### src/rtl/imm_gen_pipe.sv
// rtl/imm_gen_pipe.sv - registered RV32/RV64 immediate generator with 2-entry skid buffer
// Optional macro IMM_GEN_ERR_CNT_EN adds the saturating illegal-pop counter err_cnt.
module imm_gen_pipe #(
    parameter int          XLEN   = 32,
    parameter int          TAG_W  = 5,
    parameter logic [6:0]  LUI_OP = 7'h37
) (
    input  logic             clk,
    input  logic             rst_n,
    input  logic             flush,
    input  logic             in_valid,
    output logic             in_ready,
    input  logic [31:0]      in_instr,
    input  logic [TAG_W-1:0] in_tag,
    output logic             out_valid,
    input  logic             out_ready,
    output logic [XLEN-1:0]  out_imm,
    output logic [2:0]       out_fmt,
    output logic             out_illegal,
    output logic [TAG_W-1:0] out_tag
`ifdef IMM_GEN_ERR_CNT_EN
    ,
    output logic [15:0]      err_cnt
`endif
);

    typedef enum logic [1:0] {EMPTY, ONE, TWO} state_t;

    state_t             state;
    logic [XLEN-1:0]    skid_imm;
    logic [2:0]         skid_fmt;
    logic               skid_illegal;
    logic [TAG_W-1:0]   skid_tag;

    logic [6:0]         opcode;
    logic [31:0]        imm32;
    logic [2:0]         dec_fmt;
    logic               dec_illegal;
    logic [XLEN-1:0]    dec_imm;
    logic               acc;
    logic               pop;

    assign acc = in_valid & in_ready;
    assign pop = out_valid & out_ready;

    // Every format keeps instr[31] as bit 31 of imm32, so one signed widen covers XLEN=64.
    always_comb begin
        opcode      = in_instr[6:0];
        imm32       = '0;
        dec_fmt     = 3'd0;
        dec_illegal = 1'b0;
        if (opcode == LUI_OP || opcode == 7'h17) begin
            imm32   = {in_instr[31:12], 12'b0};
            dec_fmt = 3'd4;
        end else if (opcode == 7'h03 || opcode == 7'h13 || opcode == 7'h1B || opcode == 7'h67) begin
            imm32   = {{20{in_instr[31]}}, in_instr[31:20]};
            dec_fmt = 3'd1;
        end else if (opcode == 7'h23) begin
            imm32   = {{20{in_instr[31]}}, in_instr[31:25], in_instr[11:7]};
            dec_fmt = 3'd2;
        end else if (opcode == 7'h63) begin
            imm32   = {{19{in_instr[31]}}, in_instr[31], in_instr[7], in_instr[30:25],
                       in_instr[11:8], 1'b0};
            dec_fmt = 3'd3;
        end else if (opcode == 7'h6F) begin
            imm32   = {{11{in_instr[31]}}, in_instr[31], in_instr[19:12], in_instr[20],
                       in_instr[30:21], 1'b0};
            dec_fmt = 3'd5;
        end else begin
            dec_illegal = 1'b1;
        end
    end

    assign dec_imm = XLEN'(signed'(imm32));

    always_ff @(posedge clk or negedge rst_n) begin
        if (!rst_n) begin
            state        <= EMPTY;
            out_valid    <= 1'b0;
            in_ready     <= 1'b1;
            out_imm      <= '0;
            out_fmt      <= 3'd0;
            out_illegal  <= 1'b0;
            out_tag      <= '0;
            skid_imm     <= '0;
            skid_fmt     <= 3'd0;
            skid_illegal <= 1'b0;
            skid_tag     <= '0;
        end else if (flush) begin
            state     <= EMPTY;
            out_valid <= 1'b0;
            in_ready  <= 1'b1;
        end else begin
            case (state)
                EMPTY: begin
                    if (acc) begin
                        out_imm     <= dec_imm;
                        out_fmt     <= dec_fmt;
                        out_illegal <= dec_illegal;
                        out_tag     <= in_tag;
                        out_valid   <= 1'b1;
                        state       <= ONE;
                    end
                end
                ONE: begin
                    if (acc && !pop) begin
                        skid_imm     <= dec_imm;
                        skid_fmt     <= dec_fmt;
                        skid_illegal <= dec_illegal;
                        skid_tag     <= in_tag;
                        in_ready     <= 1'b0;
                        state        <= TWO;
                    end else if (acc && pop) begin
                        out_imm     <= dec_imm;
                        out_fmt     <= dec_fmt;
                        out_illegal <= dec_illegal;
                        out_tag     <= in_tag;
                    end else if (pop) begin
                        out_valid <= 1'b0;
                        state     <= EMPTY;
                    end
                end
                TWO: begin
                    if (pop) begin
                        out_imm     <= skid_imm;
                        out_fmt     <= skid_fmt;
                        out_illegal <= skid_illegal;
                        out_tag     <= skid_tag;
                        in_ready    <= 1'b1;
                        state       <= ONE;
                    end
                end
                default: begin
                    out_valid <= 1'b0;
                    in_ready  <= 1'b1;
                    state     <= EMPTY;
                end
            endcase
        end
    end

`ifdef IMM_GEN_ERR_CNT_EN
    // A pop coinciding with flush still consumed the entry, so flush is ignored here.
    always_ff @(posedge clk or negedge rst_n) begin
        if (!rst_n) begin
            err_cnt <= 16'd0;
        end else if (pop && out_illegal && err_cnt != 16'hFFFF) begin
            err_cnt <= err_cnt + 16'd1;
        end
    end
`endif

endmodule

### config.mk
export PLATFORM = sky130hd
export DESIGN_NAME = imm_gen_pipe
export DESIGN_NICKNAME = d
export VERILOG_FILES = /design/src/rtl/imm_gen_pipe.sv
export SDC_FILE = /design/constraint.sdc
export NUM_CORES = 1
export LEC_CHECK = 0
export ABC_CLOCK_PERIOD_IN_PS = 2350
export CAP_MARGIN = 0
export CORE_MARGIN = 1
export CORE_UTILIZATION = 52
export CTS_CLUSTER_SIZE = 40
export DETAILED_ROUTE_END_ITERATION = 10
export PLACE_DENSITY = 0.81
export SLEW_MARGIN = 20
export SYNTH_ARGS = -nofsm -noshare
export SYNTH_HDL_FRONTEND = slang
export SYNTH_SLANG_ARGS = --single-unit
### constraint.sdc
create_clock -name clk -period 2.35 [get_ports clk]
set_clock_uncertainty 0.1 [all_clocks]
set_input_delay 0.235 -clock clk [delete_from_list [all_inputs] [get_ports clk]]
set_output_delay 0.235 -clock clk [all_outputs]
set_load 0.03 [all_outputs]
==> flow_metrics.py <==
metrics = {
    "timing": {
        "timing.hold.ws_ns": 0.222,
        "rsz0062_at_grt": "false",
        "tightest_slew_ns": 0.696,
        "fmax_ghz": 0.475,
        "slew_viol_final": 0,
        "period_share_pct": 89.7,
        "finalHoldViolCount": 0,
        "max-slew-margin-rel_pct": 53.4,
        "setup_viol": 0,
        "finalCriticalPeriod_ns": 2.11,
    },
    "floorplanning": {
        "dieWidth_um": 91.8,
        "core_area_um2": 7770,
        "rows": 32,
        "start_util_pct": 54.0,
        "die-area_um2": 8430,
        "die_y_um": 91.8,
        "ios": 85,
    },
    "synth": {
        "ys_warn_count": 0,
        "synth_top_cell_area_share_pct": 50.7,
        "synth_top_cell_by_area": "dfrtp_1",
        "synth_cell_types": 50,
        "synth_seq_cells": 86,
        "synth-main-ff-cell": "dfrtp_1",
        "avgSynthCellArea_um2": 9.26,
        "synth_edf_count": 0,
        "netlist_top_cells_count": "dfrtp_1 (85), nand2_1 (85), nor2_1 (49)",
        "syn_nets": 495,
        "synth.area.top_cells": "dfrtp_1 (51%), nand2_1 (7.6%), nor2_1 (4.4%)",
        "synth_area_um2": 4190,
        "synthCells": 453,
        "seq_area_frac_synth_pct": 51.3,
        "async_reset_ff_share_pct": 100,
    },
    "global_routing": {
        "antenna_found_initial": 0,
        "grt-ovfl-total": 0,
        "grt_pass1_vias": 3738,
        "track_usage_pct": 27.7,
        "grt_max_degree": 64,
        "grt_first_pass_wirelength_um": 18400,
    },
    "setup_path": {
        "crit_slowest_cell": "nor4_1",
        "cp_max_fo": 8,
        "crit_start": "state[0]",
        "cp_data_required_time_ns": 2.55,
        "crit_end": "out_imm[19]",
        "crit_chain": "a21boi_0 -> nor4_1 -> o211ai_1 -> nand3_1 -> a21o_1",
        "r2r_end": "out_imm[19]",
        "max_stage_delay_ns": 0.53,
        "regToRegStartpoint": "state[0]",
        "rrSetupSlack_ns": 0.24,
        "start_kind": "flip-flop",
        "worstSetupPathType": "reg2reg",
        "crit_arrival_ns": 2.31,
        "reg2regPathDepth": 5,
        "cp-end-kind": "flip-flop",
    },
    "place": {
        "dp_hpwl_um": 7480,
        "io_buffers": 84,
        "gp_congestion": 0.857,
    },
    "cts": {
        "cts_tree": "yes",
        "path_clk_slew_ns": 0.09,
        "cts.sinks": 86,
        "clk_latency_ns": 0.36,
        "cts_made_buffers": 9,
        "postCtsSetupBuffers": 0,
        "htree_levels": 3,
        "cts_resized": 0,
        "cts_buffer_depth": 2,
        "root_buffer": "clkbuf_8",
    },
    "drt": {
        "firstDrtPassIters": 7,
        "drt_wl_total_um": 11000,
        "drc_errors": 0,
        "vias": 3875,
        "routedWlPerCell_um": 17.0,
        "drtIter0Drc": 342,
        "via_per_inst": 6.01,
        "ant_nets": 0,
    },
    "pwr": {
        "vdd_drop_max_uv": 588,
        "p_leak_uw": 0.00236,
        "p_per_area_nw_per_um2": 1020,
    },
    "min_path": {
        "hold_class": "in2async",
    },
    "cells_and_area": {
        "drive_gt1_share_pct": 13.6,
        "final_nets": 580,
        "diodes": 0,
        "syn2layout_area_growth_pct": 30.6,
        "final_util_pct": 70.5,
    },
    "run": {
        "max_cap_violations": 0,
    },
    "outcome": {
        "status": "complete, no violations",
    },
}
==> layer usage <==
layer	track usage (%)	wire length, µm	share of wire [%]
met1	39.6	4870	44
met2	42.4	5240	48
met3	5.72	688	6.3
met4	9.38	174	1.6
met5	0	0	0
==> stage by stage <==
step,worst slack [ns],TNS [ns],instances,total power (µW),instance area (µm²)
3_3_place_gp,0.0882,0,628,4340,5240
2_1_floorplan,0.391,0,453,3560,4190
3_5_place_dp,-0.0528,-0.199,628,4420,5240
6_report,0.243,0,645,5580,5480
5_1_grt,0.0281,0,645,5900,5480
4_1_cts,0.255,0,645,5610,5480
==> kinds of logic (layout without fill, tap and decap cells) <==
group,count (synthesis),after routing,share of synthesized area [%]
flops,86,86,51.3
buf+inv,36,126,4.06
compound gates,121,121,21.3
simple gates,207,207,22.5
mux,3,3,0.805
==> timing repair <==
item,in CTS,in global routing
hold buffers,1,0
endpoints found under the setup margin,0,0
endpoints found under the hold margin,23,0
==> power by group <==
group | internal (µW) | switching (µW)
Sequential | 2010 | 308
Clock | 617 | 569
Combinational | 946 | 1130
==> cell usage in the layout, fill, tap and decap left out, types with 8 or more instances in the layout <==
| cell | instances |
|---|---|
| a211oi_2 | 12 |
| a21o_1 | 8 |
| a21oi_1 | 20 |
| a221oi_1 | 8 |
| a31oi_1 | 21 |
| buf_4 | 18 |
| clkbuf_8 | 9 |
| clkdlybuf4s50_1 | 83 |
| dfrtp_1 | 85 |
| nand2_1 | 85 |
| nand3_1 | 27 |
| nor2_1 | 48 |
| nor3_1 | 14 |
| o21ai_0 | 27 |
| o221a_2 | 8 |
==> registers in the layout (all words and copies together), names as in the netlist <==
name          count
out_tag           5
out_valid         1
out_fmt           3
skid_fmt          3
out_imm          32
in_ready          1
skid_illegal      1
out_illegal       1
skid_imm         32
state             2
skid_tag          5
==> worst max-delay path, delay by kind of cell (launching register included) <==
kind / cells / cell delay, ns
DFF: 1 / 0.45
and+or+nand+nor: 2 / 0.74
AOI/OAI and AO/OA: 3 / 0.77
==> cell type report <==
class                           count  area [µm²]
Fill cell                         607        2290
Sequential cell                    86        2150
Multi-Input combinational cell    331        1880
Timing Repair Buffer              107        1080
Tap cell                          102         128
Clock buffer                        9         124
Clock inverter                      7         105
Inverter                            3        11.3
==> how the worst min path moves through the flow <==
stage	to	slack, ns	depth (start not counted)
final	state[0]	0.22	2
after floorplan	out_fmt[0]	-0.16	0
after CTS	skid_imm[14]	0.23	2
after detailed placement	state[0]	0.06	1
after global routing	skid_imm[14]	0.25	2
after global placement	state[0]	0.06	1
Note: power is estimated with default switching activity, not from simulation.
